### src/rtl/fm_pkg.sv
// Shared constants and FSM encoding for the FM sample scheduler.
// Sample width, idle (carrier-centre) value and scheduler states.
package fm_pkg;
   localparam int FM_DW = 8;
   localparam logic [FM_DW-1:0] FM_IDLE_DATA = 8'h80;

   typedef enum logic {
      ST_IDLE = 1'b0,
      ST_RUN  = 1'b1
   } fm_state_t;
endpackage

### src/rtl/fm_sample_fifo.sv
// Synchronous sample FIFO, DEPTH x FM_DW.
// Full/empty come from the occupancy count so wrapped pointers are never ambiguous.
module fm_sample_fifo
   import fm_pkg::*;
#(
   parameter int DEPTH = 16
)(
   input  logic                     clk,
   input  logic                     nRst,
   input  logic                     push,
   input  logic                     pop,
   input  logic [FM_DW-1:0]         wdata,
   output logic [FM_DW-1:0]         rdata,
   output logic [$clog2(DEPTH):0]   level,
   output logic                     full,
   output logic                     empty
);
   localparam int AW = $clog2(DEPTH);
   localparam int LW = AW + 1;

   logic [FM_DW-1:0] mem [DEPTH];
   logic [AW-1:0]    wr_ptr;
   logic [AW-1:0]    rd_ptr;
   logic             do_push;
   logic             do_pop;

   assign full    = (level == LW'(DEPTH));
   assign empty   = (level == '0);
   assign do_push = push & ~full;
   assign do_pop  = pop & ~empty;
   assign rdata   = mem[rd_ptr];

   always_ff @(posedge clk) begin
      if (!nRst) begin
         wr_ptr <= '0;
         rd_ptr <= '0;
         level  <= '0;
      end else begin
         if (do_push) wr_ptr <= wr_ptr + AW'(1);
         if (do_pop)  rd_ptr <= rd_ptr + AW'(1);
         case ({do_push, do_pop})
            2'b10:   level <= level + LW'(1);
            2'b01:   level <= level - LW'(1);
            default: level <= level;
         endcase
      end
   end

   // Storage carries no reset; only the pointers and count define validity.
   always_ff @(posedge clk) begin
      if (do_push) mem[wr_ptr] <= wdata;
   end
endmodule

### src/rtl/fm_sample_sched.sv
// Paces buffered modulation samples into fm_out at one sample per rate+1 clocks.
// Holds the last sample and raises sticky underflow when a tick finds the FIFO empty.
module fm_sample_sched
   import fm_pkg::*;
#(
   parameter int               DEPTH     = 16,
   parameter int               DIV_W     = 16,
   parameter logic [FM_DW-1:0] IDLE_DATA = FM_IDLE_DATA
)(
   input  logic                   clk,
   input  logic                   nRst,
   input  logic                   wr_valid,
   input  logic [FM_DW-1:0]       wr_data,
   output logic                   wr_ready,
   input  logic                   enable,
   input  logic [DIV_W-1:0]       rate,
   input  logic                   clr_underflow,
   output logic [FM_DW-1:0]       data,
   output logic                   update,
   output logic                   underflow,
   output logic [$clog2(DEPTH):0] level
);
   fm_state_t        state;
   fm_state_t        state_nxt;
   logic [DIV_W-1:0] cnt;
   logic             tick;
   logic             fifo_full;
   logic             fifo_empty;
   logic [FM_DW-1:0] head;

   fm_sample_fifo #(.DEPTH(DEPTH)) u_fifo (
      .clk   (clk),
      .nRst  (nRst),
      .push  (wr_valid),
      .pop   (tick),
      .wdata (wr_data),
      .rdata (head),
      .level (level),
      .full  (fifo_full),
      .empty (fifo_empty)
   );

   assign wr_ready = ~fifo_full;

   always_ff @(posedge clk) begin
      if (!nRst) state <= ST_IDLE;
      else       state <= state_nxt;
   end

   always_comb begin
      state_nxt = state;
      case (state)
         ST_IDLE: if (enable)  state_nxt = ST_RUN;
         ST_RUN:  if (!enable) state_nxt = ST_IDLE;
         default: state_nxt = ST_IDLE;
      endcase
   end

   always_comb begin
      tick = (state == ST_RUN) && enable && (cnt == '0);
   end

   // Divider reloads on entry to RUN and on every tick, so rate changes land at the next reload.
   always_ff @(posedge clk) begin
      if (!nRst) begin
         cnt <= '0;
      end else if (state == ST_IDLE) begin
         if (enable) cnt <= rate;
      end else if (enable) begin
         cnt <= tick ? rate : cnt - DIV_W'(1);
      end
   end

   // Underflow set by an empty tick takes priority over a same-cycle clear.
   always_ff @(posedge clk) begin
      if (!nRst) begin
         data      <= IDLE_DATA;
         update    <= 1'b0;
         underflow <= 1'b0;
      end else begin
         update <= tick & ~fifo_empty;
         if (tick & ~fifo_empty) data <= head;
         if (tick & fifo_empty)  underflow <= 1'b1;
         else if (clr_underflow) underflow <= 1'b0;
      end
   end
endmodule

### config.mk
export PLATFORM = sky130hd
export DESIGN_NAME = fm_sample_sched
export DESIGN_NICKNAME = d
export VERILOG_FILES = /design/src/rtl/fm_pkg.sv /design/src/rtl/fm_sample_fifo.sv /design/src/rtl/fm_sample_sched.sv
export SDC_FILE = /design/constraint.sdc
export NUM_CORES = 1
export LEC_CHECK = 0
export ABC_CLOCK_PERIOD_IN_PS = 8480
export BUFFER_PORTS_ARGS = -buffer_cell sky130_fd_sc_hd__buf_2
export CAP_MARGIN = 25
export CORE_MARGIN = 10
export CORE_UTILIZATION = 65
export DETAILED_ROUTE_END_ITERATION = 12
export PLACE_DENSITY = 0.85
export SLEW_MARGIN = 20
export SYNTH_ARGS = -nofsm -noshare
export SYNTH_HDL_FRONTEND = slang
export SYNTH_SLANG_ARGS = --single-unit
### constraint.sdc
create_clock -name clk -period 8.48 [get_ports clk]
set_input_delay 0.848 -clock clk [delete_from_list [all_inputs] [get_ports clk]]
set_output_delay 0.848 -clock clk [all_outputs]
set_load 0.05 [all_outputs]
==> results of run 1 <==
[cells in the mapped netlist (all sizes together) (2+ instances only)]
cell	number	area share, %
xor2	7	0.85
nand4	5	0.61
nor2b	3	0.26
a31oi	2	0.17
a211o	2	0.24
buf	12	1.1
o21ai	16	1.3
o22ai	16	1.4
a311oi	3	0.37
a21boi	3	0.31
or2	3	0.26
nand2	19	0.99
nand2b	8	0.70
edfxtp	128	53
nor4	2	0.26
a32o	5	0.70
inv	17	0.89
nor3	14	1.1
o31a	2	0.24
clkbuf	17	0.89
ha	11	1.9
nor2	35	1.8
and3	3	0.26
dfxtp	40	11
o31ai	8	1.2
nand3	15	1.0
mux2	4	0.63
mux4	32	10
nor3b	2	0.21
a21oi	13	0.91
nand3b	3	0.31
or3	6	0.59
mux2i	13	1.8
[state kept, by name, indices dropped and copies added (netlist names)]
register	flops
data	8
underflow	1
u_fifo.rd_ptr	4
u_fifo.wr_ptr	4
update	1
u_fifo.level	5
cnt	16
u_fifo.mem	128
state	1
[cell usage in the layout (no fill, tap or decap), types with 6 or more instances in the layout]
cell / Yosys / final
edfxtp_1: 128 / 128
buf_2: 7 / 44
dfxtp_1: 40 / 38
nor2_1: 35 / 35
mux4_2: 32 / 32
nand2_1: 19 / 19
inv_1: 17 / 17
o22ai_1: 16 / 16
clkbuf_16: 0 / 16
nand3_1: 15 / 15
o21ai_0: 15 / 15
nor3_1: 13 / 13
a21oi_1: 13 / 13
mux2i_1: 13 / 13
ha_1: 11 / 11
nand2b_1: 8 / 8
xor2_1: 7 / 7
buf_4: 2 / 6
[layer usage]
metal / vias to the layer above / global-route usage (%) / share of wire, %
met5: - / 0 / 0
met4: 0 / 7.99 / 2.0
met3: 32 / 5.28 / 7.0
met2: 216 / 31.6 / 51
met1: 2172 / 23.6 / 40
li1: 1981 / - / -
[worst max-delay path: stages (launching register included)]
cell	delay [ns]
dfxtp_1	0.37
or3_4	0.43
nor3_1	0.40
nand4_2	0.31
inv_1	0.18
ha_1	0.38
xor2_1	0.19
ha_1	0.21
nor2_1	0.05
nor3b_1	0.19
o21ai_0	0.11
a31oi_1	0.21
mux2i_1	0.19
[metrics by stage]
| step | utilization [%] | std cells | power [mW] | cell area (um2) | setup slack, ns |
|---|---|---|---|---|---|
| after floorplan | - | 486 | 1.00 | 7190 | 5.34 |
| after global placement | 69.0 | 646 | 1.03 | 7480 | 4.94 |
| after detailed placement | 69.3 | 647 | 1.04 | 7510 | 4.80 |
| after CTS | 74.7 | 679 | 1.78 | 8090 | 5.23 |
| after global routing | 74.7 | 680 | 1.83 | 8100 | 4.87 |
| final | 74.7 | 680 | 1.78 | 8100 | 5.19 |
[final cells by class]
type | count | area (um2) | area share, %
clock buffer | 18 | 418 | 5.16
clock inverter | 14 | 165 | 2.04
inverter | 18 | 67.6 | 0.834
multi-input combinational | 271 | 2340 | 28.8
sequential | 168 | 4650 | 57.4
tap | 140 | 175 | 2.16
timing repair buffer | 51 | 293 | 3.61
[cell families after synthesis]
family          Yosys count
fa+ha+maj                11
xor+xnor                  8
compound gates           81
mux                      49
buf+inv                  47
flops                   168
simple gates            122
[power groups by stage]
| stage | combinational, mW | sequential [mW] | clock, mW |
|---|---|---|---|
| after detailed placement | 0.106 | 0.932 | 0 |
| after global placement | 0.101 | 0.931 | 0 |
| after global routing | 0.119 | 0.916 | 0.799 |
| final | 0.108 | 0.915 | 0.753 |
| after CTS | 0.107 | 0.914 | 0.762 |
| after floorplan | 0.0716 | 0.931 | 0 |
[final timing paths]
check / start / to / cells after the start
max: cnt[12] / u_fifo.level[4] / 12
min reg2reg: cnt[11] / cnt[11] / 2
max reg2reg: cnt[12] / u_fifo.level[4] / 12
min: cnt[11] / cnt[11] / 2
==> results.cfg, run 1 <==
[cts]
cts_made_buffers = 17
holdBufCountCts = 0
clkTransAtPathRegs_ns = 0.07
clock_latency_ns = 0.54
cts_tree = done
cts_root_buf = clkbuf_8
cts_buffer_depth = 2
cts.sinks = 168
cts_setup_buffers = 0
htreeDepth = 4
cts_resized = 0

[yosys]
synth-simple-area-share_pct = 8.93
synth_compound_area_share_pct = 8.22
ys.flop_type = edfxtp_1
synth_top_family_by_area = multiplexers
synth_mux_area_share_pct = 12.5
synth_edf_count = 128
syn_inst = 486
synth_area_mm2 = 0.00719
synthDistinctLibCells = 62
post_synth.cell_area_avg_um2 = 14.8
syn_nets = 526
synth-xor-area-share_pct = 0.975
yosysSeqAreaShare_pct = 64.6
ys_ff_latch = 168
ys_warn_count = 0
synth-async-reset-ratio_pct = 0
synth_fa_ha_area_share_pct = 1.91

[sta]
fmax_ghz = 0.304
fin_crit_sh_pct = 38.8
hold_ws_ns = 0.509
timing.slew.headroom_pct = 37.4
finalSetupViolCount = 0
hold_viol_final = 0
rsz0062_at_grt = no
slew_violations = 0
setup_tns_ns = 0
period_minus_slack_ns = 3.29
skew_ns = 0.00788
worst_pin_slew_ns = 0.936

[floorplanning]
num_rows = 38
die_width_um = 125
chipHeight_um = 125
start_util_pct = 66.3
die-area_mm2 = 0.0157
io_pins = 45
core-area_mm2 = 0.0108

[route]
vias_per_cell = 6.47
drt_iter0_drc = 463
drc = 0
antenna_left = 0
wl_per_cell_um = 21.8
via_count = 4401
wirelength_mm = 14.8
firstDrtPassIters = 6

[setup_path]
required_ns = 8.96
start_kind = register
cp-end-kind = register
critPathArrivalTime_ns = 3.76
criticalPathCategory = reg2reg
r2r_slack_ns = 5.19
path_max_fanout = 10

[power_and_ir_drop]
power_frac_clock_pct = 42.4
swShare_pct = 23.0
ir_worst_vdd_mv = 0.280
p_per_area_mw_per_mm2 = 219
internal_power_mw = 1.37
p_leak_nw = 2.84
p_seq_share_pct = 51.5
pwr-share-comb_pct = 6.1
p_sw_mw = 0.409

[flow_run]
maxCapViolations = 0

[final_layout]
area_growth_pct = 12.7
drive_gt1_share_pct = 24.4
fill_cells = 634
diodes = 0
final_net_count = 567

[global_route]
grt_overflow = 0
antenna_found_initial = 0
grt_usage_pct = 19.3
grt_pass1_vias = 4337
grt_pass1_wl_mm = 23.6
grt_max_degree = 27

[place]
dpl.hpwl_mm = 9.43
port_buffers = 44
gp_congestion = 0.850

[status]
status = completed

[min_path]
hold_class = reg2reg
Note: power is estimated with default switching activity, not from simulation.
==> run 2, diff against run 1 <==
--- a/config.mk
+++ b/config.mk
@@ -5,13 +5,14 @@
 export SDC_FILE = /design/constraint.sdc
 export NUM_CORES = 1
 export LEC_CHECK = 0
-export ABC_CLOCK_PERIOD_IN_PS = 8480
+export ABC_AREA = 1
+export ABC_CLOCK_PERIOD_IN_PS = 3300
 export BUFFER_PORTS_ARGS = -buffer_cell sky130_fd_sc_hd__buf_2
 export CAP_MARGIN = 25
 export CORE_MARGIN = 10
-export CORE_UTILIZATION = 65
+export CORE_UTILIZATION = 61
 export DETAILED_ROUTE_END_ITERATION = 12
-export PLACE_DENSITY = 0.85
+export PLACE_DENSITY = 0.8
 export SLEW_MARGIN = 20
 export SYNTH_ARGS = -nofsm -noshare
 export SYNTH_HDL_FRONTEND = slang
==> constraint.sdc (replaced) <==
create_clock -name clk -period 3.3 [get_ports clk]
set_input_delay 0.33 -clock clk [delete_from_list [all_inputs] [get_ports clk]]
set_output_delay 0.33 -clock clk [all_outputs]
set_load 0.05 [all_outputs]
==> results.cfg, run 2 <==
[status]
status = completed

[place]
port_buffers = 44
dp_cells = 955
gp_congestion = 0.892
post-place-ws_ns = 0.684
dpl.hpwl_mm = 10.9

[yosys]
syn_nets = 814
synthDistinctLibCells = 35
post_synth.cell_area_avg_um2 = 9.77
synth_area_mm2 = 0.00756
yosys-top-cells-count = nor2_1, edfxtp_1, nand2_1
synth_most_common_cell = nor2_1
yosysTopAreaCell = edfxtp_1
ys_warn_count = 0
syn_inst = 774
ys_ff_latch = 168
yosysSeqAreaShare_pct = 61.4
netlist_top_cells_area = edfxtp_1, dfxtp_1, nor2_1
ys.flop_type = edfxtp_1
synth-async-reset-ratio_pct = 0
synth_edf_count = 128
synth.top_cell.area_share_pct = 50.9

[cts]
cts_root_buf = clkbuf_16
cts_made_buffers = 17
cts_tree = done
cts.sinks = 168
clkTransAtPathRegs_ns = 0.07
cts_setup_buffers = 0
holdBufCountCts = 0
clock_latency_ns = 0.43
htreeDepth = 4
cts_buffer_depth = 2
cts_resized = 0

[route]
firstDrtPassIters = 6
drt_iter0_drc = 740
wl_per_cell_um = 17.7
drc = 0
via_count = 5704
wirelength_mm = 17.5
antenna_left = 0
vias_per_cell = 5.77

[global_route]
grt_max_degree = 69
grt_pass1_wl_mm = 27.8
grt_usage_pct = 19.9
antenna_found_initial = 1
grt_pass1_vias = 5427
grt_overflow = 0

[final_layout]
area_growth_pct = 12.3
diodes = 0
final_net_count = 847
top_regs = u_fifo.mem: 128 flops, cnt: 16 flops, data: 8 flops
final_util_pct = 70.4
stdcell_count = 988
drive_gt1_share_pct = 12.0
final_common_cell = nor2_1
largest_reg_flops = 128
layout.cells.most_common_list = nor2_1, edfxtp_1, nand2_1
top_register = u_fifo.mem

[floorplanning]
start_util_pct = 62.7
die_width_um = 131
io_pins = 45
die-area_mm2 = 0.0172
core-area_mm2 = 0.0121
chipHeight_um = 131
num_rows = 40

[flow_run]
maxCapViolations = 0

[setup_path]
start_kind = register
crit_chain = nor2_1, nand3_1, nor2_1, inv_1, nand4_1, inv_1, ha_1, xor2_1, ha_1, inv_1, nand2_1, nand3_1, nand2_1, xor2_1, nand2_1, a21oi_1
cp-end-kind = register
required_ns = 3.65
critPathMaxStageDelay_ns = 0.35
criticalPathCategory = reg2reg
slowest_stage = dfxtp_1
path_max_fanout = 5
critPathArrivalTime_ns = 2.99

[sta]
fmax_ghz = 0.379
finalSetupViolCount = 0
worst_pin_slew_ns = 1.01
slew_violations = 0
timing.slew.headroom_pct = 32.1
setup_tns_ns = 0
fin_crit_sh_pct = 80.0
period_minus_slack_ns = 2.64
hold_viol_final = 0
rsz0062_at_grt = no
worst_slack_ns = 0.661
skew_ns = 0.00691

[power_and_ir_drop]
p_leak_nw = 3.36
ir_worst_vdd_mv = 0.435
p_per_area_mw_per_mm2 = 556
total_power_mw = 4.72

[min_path]
hold_class = in2reg
run 2: cell count changes after synthesis, moves of 16 or more:
cell,before,now
nor2_1,35,153
nand2_1,19,110
o21ai_0,15,65
inv_1,17,65
nand3_1,15,49
mux4_2,32,0
o211ai_1,1,30
o22ai_1,16,0
run 2: power by group:
part,internal [mW],switching [mW],total [mW]
sequential,2.31,0.0336,2.35
clock,1.15,0.885,2.03
combinational,0.103,0.233,0.336
total,3.57,1.15,4.72
run 2: final cells by class:
cell class                 instances  area (um2)
inverter                          68         258
tap                              168         210
clock buffer                      17         425
timing repair buffer              50         278
clock inverter                    15         189
sequential                       168        4650
fill                             865        3570
multi-input combinational        502        2480
run 2: final timing paths:
path / start / to / slack [ns] / cells after the start
worst max-delay path: u_fifo.level[0] / u_fifo.level[4] / 0.66 / 16
worst min-delay path: clr_underflow / underflow / 0.20 / 4
worst max register to register: u_fifo.level[0] / u_fifo.level[4] / 0.66 / 16
worst min register to register: underflow / underflow / 0.49 / 2
run 2: stage by stage:
step | area, um2 | hold slack (ns)
2_1_floorplan | 7560 | 0.429
3_3_place_gp | 7860 | 0.464
3_5_place_dp | 7860 | 0.480
4_1_cts | 8470 | 0.187
5_1_grt | 8490 | 0.211
6_report | 8490 | 0.199
run 2: per-layer routing:
layer  up-vias  global-route usage [%]  routed length (um)
li1       2701                       -                   -
met1      2687                    24.7                7010
met2       284                    32.8                8570
met3        32                    5.98                1660
met4         0                    6.24                 265
met5         -                       0                   0
run 2: cells by family after synthesis:
group	Yosys count	share of synthesized area, %
simple gates	339	19.1
flops	168	61.4
compound gates	141	10.7
buf+inv	104	5.69
xor+xnor	11	1.27
fa+ha+maj	11	1.82
run 2: critical path, delay by kind of cell (launching register included):
family                   cells  cell delay [ns]
AND/OR/NAND/NOR              8             1.05
adder cells (fa/ha/maj)      2             0.44
XOR/XNOR                     2             0.37
flip-flops                   1             0.35
buffers and inverters        3             0.24
AO/OA/AOI/OAI                1             0.11
==> run 3, diff against run 2 <==
--- a/config.mk
+++ b/config.mk
@@ -6,7 +6,7 @@
 export NUM_CORES = 1
 export LEC_CHECK = 0
 export ABC_AREA = 1
-export ABC_CLOCK_PERIOD_IN_PS = 3300
+export ABC_CLOCK_PERIOD_IN_PS = 2530
 export BUFFER_PORTS_ARGS = -buffer_cell sky130_fd_sc_hd__buf_2
 export CAP_MARGIN = 25
 export CORE_MARGIN = 10
==> constraint.sdc (replaced) <==
create_clock -name clk -period 2.53 [get_ports clk]
set_input_delay 0.253 -clock clk [delete_from_list [all_inputs] [get_ports clk]]
set_output_delay 0.253 -clock clk [all_outputs]
set_load 0.05 [all_outputs]
==> results.cfg, run 3 (synthesized netlist as in run 2, its figures left out) <==
[route]
wirelength_mm = 18.0
via_count = 5754
firstDrtPassIters = 5
wl_per_cell_um = 17.7
drc = 0
vias_per_cell = 5.66
drt_iter0_drc = 765
antenna_left = 0

[place]
gp_congestion = 0.911
dp_cells = 978
port_buffers = 44
dpl.hpwl_mm = 11.3
post-place-ws_ns = -0.0331

[cts]
clkTransAtPathRegs_ns = 0.07
cts_made_buffers = 17
cts_tree = done
clock_latency_ns = 0.43
htreeDepth = 4
cts_buffer_depth = 2
cts.sinks = 168
cts_root_buf = clkbuf_16

[global_route]
grt_pass1_wl_mm = 28.5
grt_usage_pct = 20.5
grt_overflow = 0
grt_max_degree = 69
grt_pass1_vias = 5520
antenna_found_initial = 0

[final_layout]
area_growth_pct = 16.2
final_net_count = 876
drive_gt1_share_pct = 17.2
final_common_cell = nor2_1
stdcell_count = 1017
largest_reg_flops = 128
diodes = 0
layout.cells.most_common_list = nor2_1, edfxtp_1, nand2_1
top_regs = u_fifo.mem: 128 flops, cnt: 16 flops, data: 8 flops
fill_cells = 825
top_register = u_fifo.mem

[floorplanning]
die-area_mm2 = 0.0172
core-area_mm2 = 0.0121
num_rows = 40
io_pins = 45
start_util_pct = 62.7
chipHeight_um = 131
die_width_um = 131

[sta]
timing.slew.headroom_pct = 43.6
hold_viol_final = 0
worst_pin_slew_ns = 0.845
fmax_ghz = 0.410
slew_violations = 0
finalSetupViolCount = 0
worst_slack_ns = 0.0912
period_minus_slack_ns = 2.44
fin_crit_sh_pct = 96.4
skew_ns = 0.00921

[setup_path]
criticalPathCategory = reg2reg
cp-end-kind = register
path_max_fanout = 4
start_kind = register
critPathArrivalTime_ns = 2.79
required_ns = 2.88

[status]
status = completed

[flow_run]
maxCapViolations = 0

[power_and_ir_drop]
ir_worst_vdd_mv = 0.587
p_per_area_mw_per_mm2 = 708
p_leak_nw = 3.52

[min_path]
hold_class = in2reg
[run 3: changes by cell type in the layout (fill, tap and decap cells not counted), moves of 4 or more]
cell | before | now
dfxtp_1 | 39 | 31
dfxtp_2 | 1 | 5
buf_4 | 5 | 35
inv_6 | 1 | 5
dfxtp_4 | 0 | 4
[run 3: cell type report]
type / count / area (um2) / share of cell area [%]
Timing Repair Buffer: 79 / 483 / 5.50
Multi-Input combinational cell: 502 / 2550 / 29.0
Inverter: 68 / 260 / 2.96
Clock inverter: 15 / 189 / 2.15
Clock buffer: 17 / 425 / 4.84
Tap cell: 168 / 210 / 2.39
Sequential cell: 168 / 4670 / 53.1
[run 3: routing by layer]
| layer | track usage [%] | part of all wire, % | wire length [um] |
|---|---|---|---|
| met1 | 26.2 | 41 | 7460 |
| met2 | 33.4 | 49 | 8810 |
| met3 | 4.80 | 8.0 | 1440 |
| met4 | 7.48 | 1.7 | 313 |
| met5 | 0 | 0 | 0 |
[run 3: final timing paths]
| check | from | endpoint | slack, ns | depth (start not counted) |
|---|---|---|---|---|
| min reg2reg | data[7] | data[7] | 0.48 | 2 |
| min | clr_underflow | underflow | 0.13 | 4 |
| max reg2reg | cnt[1] | u_fifo.level[4] | 0.09 | 16 |
| max | cnt[1] | u_fifo.level[4] | 0.09 | 16 |
[run 3: what timing repair did]
action,4_1_cts,5_1_grt
pin swaps,0,10
hold buffers,0,0
resized for setup,2,14
setup endpoints to repair,1,2
buffers inserted,0,7
[run 3: worst max-delay path, cell delays in order (launching register included)]
cell and delay, ns:
dfxtp_2 0.33, inv_2 0.09, ha_4 0.14, nand4_1 0.08, nor3_1 0.20, nand4_1 0.19, inv_2 0.13, ha_4 0.19
xor2_4 0.18, ha_2 0.18, inv_1 0.04, nand2_2 0.08, nand3_2 0.08, nand2_1 0.10, xor2_1 0.14, nand2_1 0.07
a21oi_1 0.13
[run 3: stage by stage]
| step | hold WS [ns] | setup TNS [ns] | cell area (um2) | power (mW) | util (%) |
|---|---|---|---|---|---|
| final | 0.126 | 0 | 8780 | 6.22 | 72.8 |
| after global routing | 0.125 | -0.0975 | 8780 | 6.43 | 72.8 |
| after CTS | 0.119 | 0 | 8680 | 6.21 | 72.0 |
| after detailed placement | 0.464 | -0.0331 | 8060 | 3.57 | 66.8 |
| after global placement | 0.460 | 0 | 8060 | 3.55 | 66.8 |
| after floorplan | 0.352 | -0.0405 | 7590 | 3.42 | - |
[run 3: power by group]
group	switching, mW	internal (mW)	total, mW
logic	0.320	0.158	0.478
registers	0.0438	3.02	3.06
clock network	1.10	1.58	2.68
total	1.47	4.75	6.22
